**config.mk**
```make
export PLATFORM = sky130hd
export DESIGN_NAME = hnm_row_readback_flat
export DESIGN_NICKNAME = d
export VERILOG_FILES = /design/src/rtl/hnm_row_readback_pkg.sv /design/src/rtl/hnm_row_readback_if.sv /design/src/rtl/hnm_row_readback_lsb_enc.sv /design/src/rtl/hnm_row_readback.sv /design/src/flat_wrapper.sv
export SDC_FILE = /design/constraint.sdc
export NUM_CORES = 1
export LEC_CHECK = 0
export ABC_AREA = 1
export CORE_UTILIZATION = 30
export DETAILED_ROUTE_END_ITERATION = 7
export GPL_TIMING_DRIVEN = 0
export PLACE_DENSITY = 0.64
export REMOVE_ABC_BUFFERS = 1
export SLEW_MARGIN = 40
export SYNTH_ARGS = -nofsm -noshare
export SYNTH_HDL_FRONTEND = slang
export SYNTH_SLANG_ARGS = --single-unit
```
**constraint.sdc**
```tcl
create_clock -name clk -period 1.9 [get_ports clk]
set_input_delay 0.57 -clock clk [delete_from_list [all_inputs] [get_ports clk]]
set_output_delay 0.57 -clock clk [all_outputs]
set_load 0.05 [all_outputs]
```
**src/rtl/hnm_row_readback_pkg.sv**
```systemverilog
// Shared widths, types and state encoding for the HNM row readback block.
// Imported by the interface, the encoder and the top.
package hnm_row_readback_pkg;

  localparam int ROWINDEXBITS_HNM = 4;
  localparam int COLINDEXBITS_HNM = 4;
  localparam int NCOLS_HNM = 1 << COLINDEXBITS_HNM;
  localparam int NROWS_HNM = 16;
  localparam int SSIDBITS  = ROWINDEXBITS_HNM + COLINDEXBITS_HNM;
  localparam int NSSID_MAX = NROWS_HNM * NCOLS_HNM;

  typedef logic [ROWINDEXBITS_HNM-1:0] row_t;
  typedef logic [COLINDEXBITS_HNM-1:0] col_t;
  typedef logic [NCOLS_HNM-1:0]        bitmap_t;
  typedef logic [SSIDBITS-1:0]         ssid_t;
  typedef logic [SSIDBITS:0]           cnt_t;

  typedef enum logic [2:0] {
    S_IDLE,
    S_ISSUE,
    S_WAIT,
    S_DRAIN,
    S_NEXT,
    S_DONE
  } state_t;

endpackage

```
**src/rtl/hnm_row_readback_if.sv**
```systemverilog
// Bundle of the HNM row-read port and the SSID output stream.
// master = reader (issues row reads, sources SSIDs); slave = HNM + sink.
interface hnm_row_readback_if;
  import hnm_row_readback_pkg::*;

  logic    readReady;
  logic    readRow;
  row_t    rowRead;
  logic    rowRespValid;
  row_t    rowPassed;
  bitmap_t rowReadOutput;
  logic    ssidValid;
  logic    ssidReady;
  ssid_t   ssidOut;

  modport master (
    input  readReady,
    output readRow,
    output rowRead,
    input  rowRespValid,
    input  rowPassed,
    input  rowReadOutput,
    output ssidValid,
    input  ssidReady,
    output ssidOut
  );

  modport slave (
    output readReady,
    input  readRow,
    input  rowRead,
    output rowRespValid,
    output rowPassed,
    output rowReadOutput,
    input  ssidValid,
    output ssidReady,
    input  ssidOut
  );

endinterface

```
**src/rtl/hnm_row_readback_lsb_enc.sv**
```systemverilog
// Combinational lowest-set-bit encoder: vec_i bitmap in,
// idx_o = index of lowest set bit, any_o = vec_i has a set bit.
module lowest_set_bit_encoder
  import hnm_row_readback_pkg::*;
(
  input  bitmap_t vec_i,
  output col_t    idx_o,
  output logic    any_o
);

  always_comb begin
    idx_o = '0;
    any_o = |vec_i;
    // Scan high to low so the lowest set bit is the last to win.
    for (int i = NCOLS_HNM - 1; i >= 0; i--) begin
      if (vec_i[i]) idx_o = col_t'(i);
    end
  end

endmodule

```
**src/rtl/hnm_row_readback.sv**
```systemverilog
// Scans all HNM rows on start and streams each set bit as SSID {row,col}.
// Ports: clk, reset (async high), start, bus (master), busy, done, nSSIDs, protocolError.
module hnm_row_readback
  import hnm_row_readback_pkg::*;
(
  input  logic clk,
  input  logic reset,
  input  logic start,
  hnm_row_readback_if.master bus,
  output logic busy,
  output logic done,
  output cnt_t nSSIDs,
  output logic protocolError
);

  state_t  state_q, state_d;
  row_t    row_q, row_d;
  bitmap_t mask_q, mask_d;
  cnt_t    cnt_q, cnt_d;
  logic    err_q, err_d;

  col_t    lsb_idx;
  logic    lsb_any;
  bitmap_t bit_oh;
  bitmap_t mask_clr;

  lowest_set_bit_encoder u_enc (
    .vec_i (mask_q),
    .idx_o (lsb_idx),
    .any_o (lsb_any)
  );

  assign bit_oh   = bitmap_t'(1) << lsb_idx;
  assign mask_clr = mask_q & ~bit_oh;

  assign bus.rowRead   = row_q;
  assign bus.ssidOut   = {row_q, lsb_idx};
  assign nSSIDs        = cnt_q;
  assign protocolError = err_q;

  always_comb begin
    state_d       = state_q;
    row_d         = row_q;
    mask_d        = mask_q;
    cnt_d         = cnt_q;
    err_d         = err_q;
    bus.readRow   = 1'b0;
    bus.ssidValid = 1'b0;
    busy          = 1'b0;
    done          = 1'b0;
    unique case (state_q)
      S_IDLE: begin
        if (start) begin
          state_d = S_ISSUE;
          row_d   = '0;
          cnt_d   = '0;
          err_d   = 1'b0;
        end
      end
      S_ISSUE: begin
        busy = 1'b1;
        if (bus.readReady) begin
          bus.readRow = 1'b1;
          state_d     = S_WAIT;
        end
      end
      S_WAIT: begin
        busy = 1'b1;
        if (bus.rowRespValid) begin
          // A mis-tagged response is dropped; keep waiting for ours.
          if (bus.rowPassed != row_q) begin
            err_d = 1'b1;
          end else begin
            mask_d  = bus.rowReadOutput;
            state_d = (|bus.rowReadOutput) ? S_DRAIN : S_NEXT;
          end
        end
      end
      S_DRAIN: begin
        busy          = 1'b1;
        bus.ssidValid = lsb_any;
        if (!lsb_any) begin
          state_d = S_NEXT;
        end else if (bus.ssidReady) begin
          mask_d = mask_clr;
          if (cnt_q != cnt_t'(NSSID_MAX)) cnt_d = cnt_q + 1'b1;
          if (mask_clr == '0) state_d = S_NEXT;
        end
      end
      S_NEXT: begin
        busy = 1'b1;
        if (row_q == row_t'(NROWS_HNM - 1)) begin
          state_d = S_DONE;
        end else begin
          row_d   = row_q + 1'b1;
          state_d = S_ISSUE;
        end
      end
      S_DONE: begin
        done    = 1'b1;
        state_d = S_IDLE;
      end
      default: state_d = S_IDLE;
    endcase
  end

  always_ff @(posedge clk or posedge reset) begin
    if (reset) begin
      state_q <= S_IDLE;
      row_q   <= '0;
      mask_q  <= '0;
      cnt_q   <= '0;
      err_q   <= 1'b0;
    end else begin
      state_q <= state_d;
      row_q   <= row_d;
      mask_q  <= mask_d;
      cnt_q   <= cnt_d;
      err_q   <= err_d;
    end
  end

endmodule

```
**src/flat_wrapper.sv**
```systemverilog
// flat-port wrapper written by rule: the top's interface ports become plain ports
module hnm_row_readback_flat import hnm_row_readback_pkg::*;
  (clk, reset, start, busy, done, nSSIDs, protocolError, bus_readReady, bus_readRow, bus_rowRead, bus_rowRespValid, bus_rowPassed, bus_rowReadOutput, bus_ssidValid, bus_ssidReady, bus_ssidOut);
  hnm_row_readback_if bus_i ();
  input  logic clk;
  input  logic reset;
  input  logic start;
  output logic busy;
  output logic done;
  output cnt_t nSSIDs;
  output logic protocolError;
  input wire logic [$bits(bus_i.readReady)-1:0] bus_readReady;
  output wire logic [$bits(bus_i.readRow)-1:0] bus_readRow;
  output wire logic [$bits(bus_i.rowRead)-1:0] bus_rowRead;
  input wire logic [$bits(bus_i.rowRespValid)-1:0] bus_rowRespValid;
  input wire logic [$bits(bus_i.rowPassed)-1:0] bus_rowPassed;
  input wire logic [$bits(bus_i.rowReadOutput)-1:0] bus_rowReadOutput;
  output wire logic [$bits(bus_i.ssidValid)-1:0] bus_ssidValid;
  input wire logic [$bits(bus_i.ssidReady)-1:0] bus_ssidReady;
  output wire logic [$bits(bus_i.ssidOut)-1:0] bus_ssidOut;
  assign bus_i.readReady = bus_readReady;
  assign bus_readRow = bus_i.readRow;
  assign bus_rowRead = bus_i.rowRead;
  assign bus_i.rowRespValid = bus_rowRespValid;
  assign bus_i.rowPassed = bus_rowPassed;
  assign bus_i.rowReadOutput = bus_rowReadOutput;
  assign bus_ssidValid = bus_i.ssidValid;
  assign bus_i.ssidReady = bus_ssidReady;
  assign bus_ssidOut = bus_i.ssidOut;
  hnm_row_readback u_core (.clk(clk), .reset(reset), .start(start), .bus(bus_i), .busy(busy), .done(done), .nSSIDs(nSSIDs), .protocolError(protocolError));
endmodule
```
==> flow_summary.toml <==
[hold_path]
hold_class = "reg -> reg"
hold_end = "u_core.protocolError"
holdCritStartpoint = "u_core.protocolError"
whs_path_depth = 1

[synth]
yosysWarnings = 0
synth_cells = 323
synth_cell_types = 35
synth_seq_area_share = 0.3550
syn_area_mm2 = 0.002326
avgSynthCellArea_um2 = 7.201
ys_seq_elements = 33

[grt]
antenna_found_initial = 0
grt_pass1_wl_um = 11730
grt.overflow.total = 0
grt_usage = 0.1767
grt_pass1_vias = 2578
grt_max_degree = 34

[setup_path]
crit_start = "u_core.mask_q[14]"
r2r_cells = 25
worstSetupPathType = "reg -> out"
crit_chain = "inv_2, nand2_1, nand2_1, nand2_1, nand2_1, nand2_1, nand2_1, nand2_1, nand2_1, nand2_1, nand2_1, nand2_1, nand2_2, nand2_4, nand2_4, nand2_4, inv_2, buf_8"
arrival_ns = 1.86
worstSetupEndpointType = "output pin"
reg2reg_slack_ns = -0.53
slowest_delay_ns = 0.40
timing.rr.start = "u_core.mask_q[14]"
r2r_end = "u_core.state_q[1]"
cpMaxStageDelayCell = "dfrtp_1"
cp_num_buf_inv = 3
crit_path_frequent_cell = "nand2_1"
crit_family = "simple AND/OR/NAND/NOR gates"
worstPathRequired_ns = 1.33
cp-start-kind = "flop"
worstPathMaxFanout = 3

[timing]
timing.slew.headroom = 0.5316
hold_ws_ns = 0.5035
layout_min_cycle_time_ns = 2.434
finalSetupViolCount = 29
finalCritPeriodShare = 1.281
drv_slew = 0
tns_ns = -6.867
setup_ws_ns = -0.5339
fmax_mhz = 410.9
finalClockSkew_ns = 0.009552
max_slew.worst_pin.slew_ns = 0.7016
rsz0062_at_grt = "true"
hold_viol = 0

[layout]
fin_nets = 437
n_antenna_cell = 0
post-route-util = 0.4852
syn_to_final_growth_pct = 53.74
drive_gt1_frac = 0.3594

[floorplanning]
ioPinCount = 52
die_area_mm2 = 0.008109
core-area_mm2 = 0.007370
dieHeight_um = 90.05
start_util = 0.3156
dieWidth_um = 90.05
std_cell_rows = 31

[clock_tree]
clock-root-buffer = "clkbuf_8"
cts_tree = "done"
cts.sinks = 33
clk_pin_slew_ns = 0.08
postCtsHoldBufs = 0
htreeDepth = 2
cts_made_buffers = 5
clockBufferDepth = 2
clkLatencyLatePin_ns = 0.30

[routing]
vias_per_cell = 5.081
wire_per_inst_um = 14.10
totalWireLength_um = 7164
drt_iter0_drc = 103
ant_nets = 0
num_vias = 2581
drtPass1Iterations = 4
drc_errors = 0

[placed_design]
portBuffers = 51
place_ws_ns = -1.179
gp_congestion = 0.8237
dp_hpwl_um = 4539

[power]
peakVddDrop_uv = 706.9
power_density_mw_per_mm2 = 1747
leakagePower_nw = 1.649
totalPowerFinal_mw = 6.248

[status]
violations = "negative setup slack"
status = "complete, but fails checks"

[flow_run]
cap_violations = 0
[how the worst max path moves through the flow]
stage	endpoint	cells past startpoint
2_1_floorplan	u_core.mask_q[10]	6
3_3_place_gp	u_core.mask_q[8]	6
3_5_place_dp	bus_ssidValid	6
4_1_cts	bus_ssidOut[0]	18
5_1_grt	u_core.state_q[1]	25
6_report	bus_ssidOut[0]	18
[flip-flops by register name, summed over array words and instances (netlist names)]
name	cells
u_core.mask_q	16
u_core.nSSIDs	9
u_core.bus.rowRead	4
u_core.state_q	3
u_core.protocolError	1
[routing by layer]
metal  GRT usage  wire [um]  vias to the layer above  part of all wire
met4     0.05242        110                        0             0.015
li1            -          -                     1252                 -
met1      0.2196       3034                     1226              0.42
met3     0.04822        488                       14             0.068
met5           0          0                        -                 0
met2      0.2977       3530                       89              0.49
[cell type report]
cell class	instances	area (um2)
Clock buffer	5	68.82
Sequential cell	33	829.5
Clock inverter	3	46.29
Timing Repair Buffer	89	833.3
Tap cell	99	123.9
Fill cell	707	3794
Inverter	58	226.5
Multi-Input combinational cell	221	1448
[stage by stage]
step	cells	area (um2)
after floorplan	312	2265
after global placement	462	2899
after detailed placement	464	2935
after CTS	508	3443
after global routing	508	3576
final	508	3576
[cells in the mapped netlist]
cell type,n,share of area
a211oi_2,1,0.0054
nor3b_1,1,0.0032
buf_1,1,0.0016
xnor2_1,1,0.0038
nor4_2,1,0.0054
nand4_1,13,0.035
nor2_1,25,0.040
or2_2,1,0.0027
nor3_2,3,0.013
nand2_4,2,0.0097
o21ai_1,9,0.019
o21bai_1,1,0.0032
inv_1,46,0.074
nor3_1,6,0.013
clkbuf_1,4,0.0065
nand3_2,4,0.017
nand2_1,52,0.084
nand3_1,18,0.039
nor2_2,3,0.0081
a31oi_1,2,0.0054
o21ai_0,23,0.049
dfrtp_1,33,0.36
o21a_1,3,0.0097
nand2_2,7,0.019
o22ai_1,7,0.019
ha_1,3,0.016
inv_2,10,0.016
buf_2,1,0.0021
clkinv_1,2,0.0032
buf_4,5,0.016
o211ai_1,9,0.029
xor2_1,4,0.015
nor4_1,7,0.019
a21oi_4,2,0.014
a21oi_1,13,0.028
[timing repair]
action | CTS | global route
resized for setup | 120 | 64
gates cloned | 2 | 0
endpoints found under the setup margin | 57 | 46
pin swaps | 20 | 16
buffers inserted | 34 | 7
[cell usage in the layout, fill, tap and decap left out, types with 13 or more instances in the layout]
cell / n
inv_2: 20
o21ai_0: 14
nand2_1: 46
buf_4: 26
inv_1: 33
dfrtp_1: 30
clkdlybuf4s50_1: 20
nand4_1: 13
buf_6: 15
nand3_1: 13
[cells by family (layout without fill, tap and decap cells)]
| family | after synthesis | in the layout | share of synthesized area |
|---|---|---|---|
| AO/OA/AOI/OAI | 70 | 70 | 0.1823 |
| AND/OR/NAND/NOR | 143 | 143 | 0.3077 |
| flip-flops | 33 | 33 | 0.3550 |
| XOR/XNOR | 5 | 5 | 0.01883 |
| adder cells (fa/ha/maj) | 3 | 3 | 0.01614 |
| buffers and inverters | 69 | 155 | 0.1200 |
[power breakdown]
group,internal [mW],total [mW],switching [mW]
Sequential,0.961,1.24,0.279
Clock,0.393,0.705,0.312
Combinational,1.72,4.30,2.58
Total,3.07,6.25,3.18
Power figures use the tool's default switching activity.
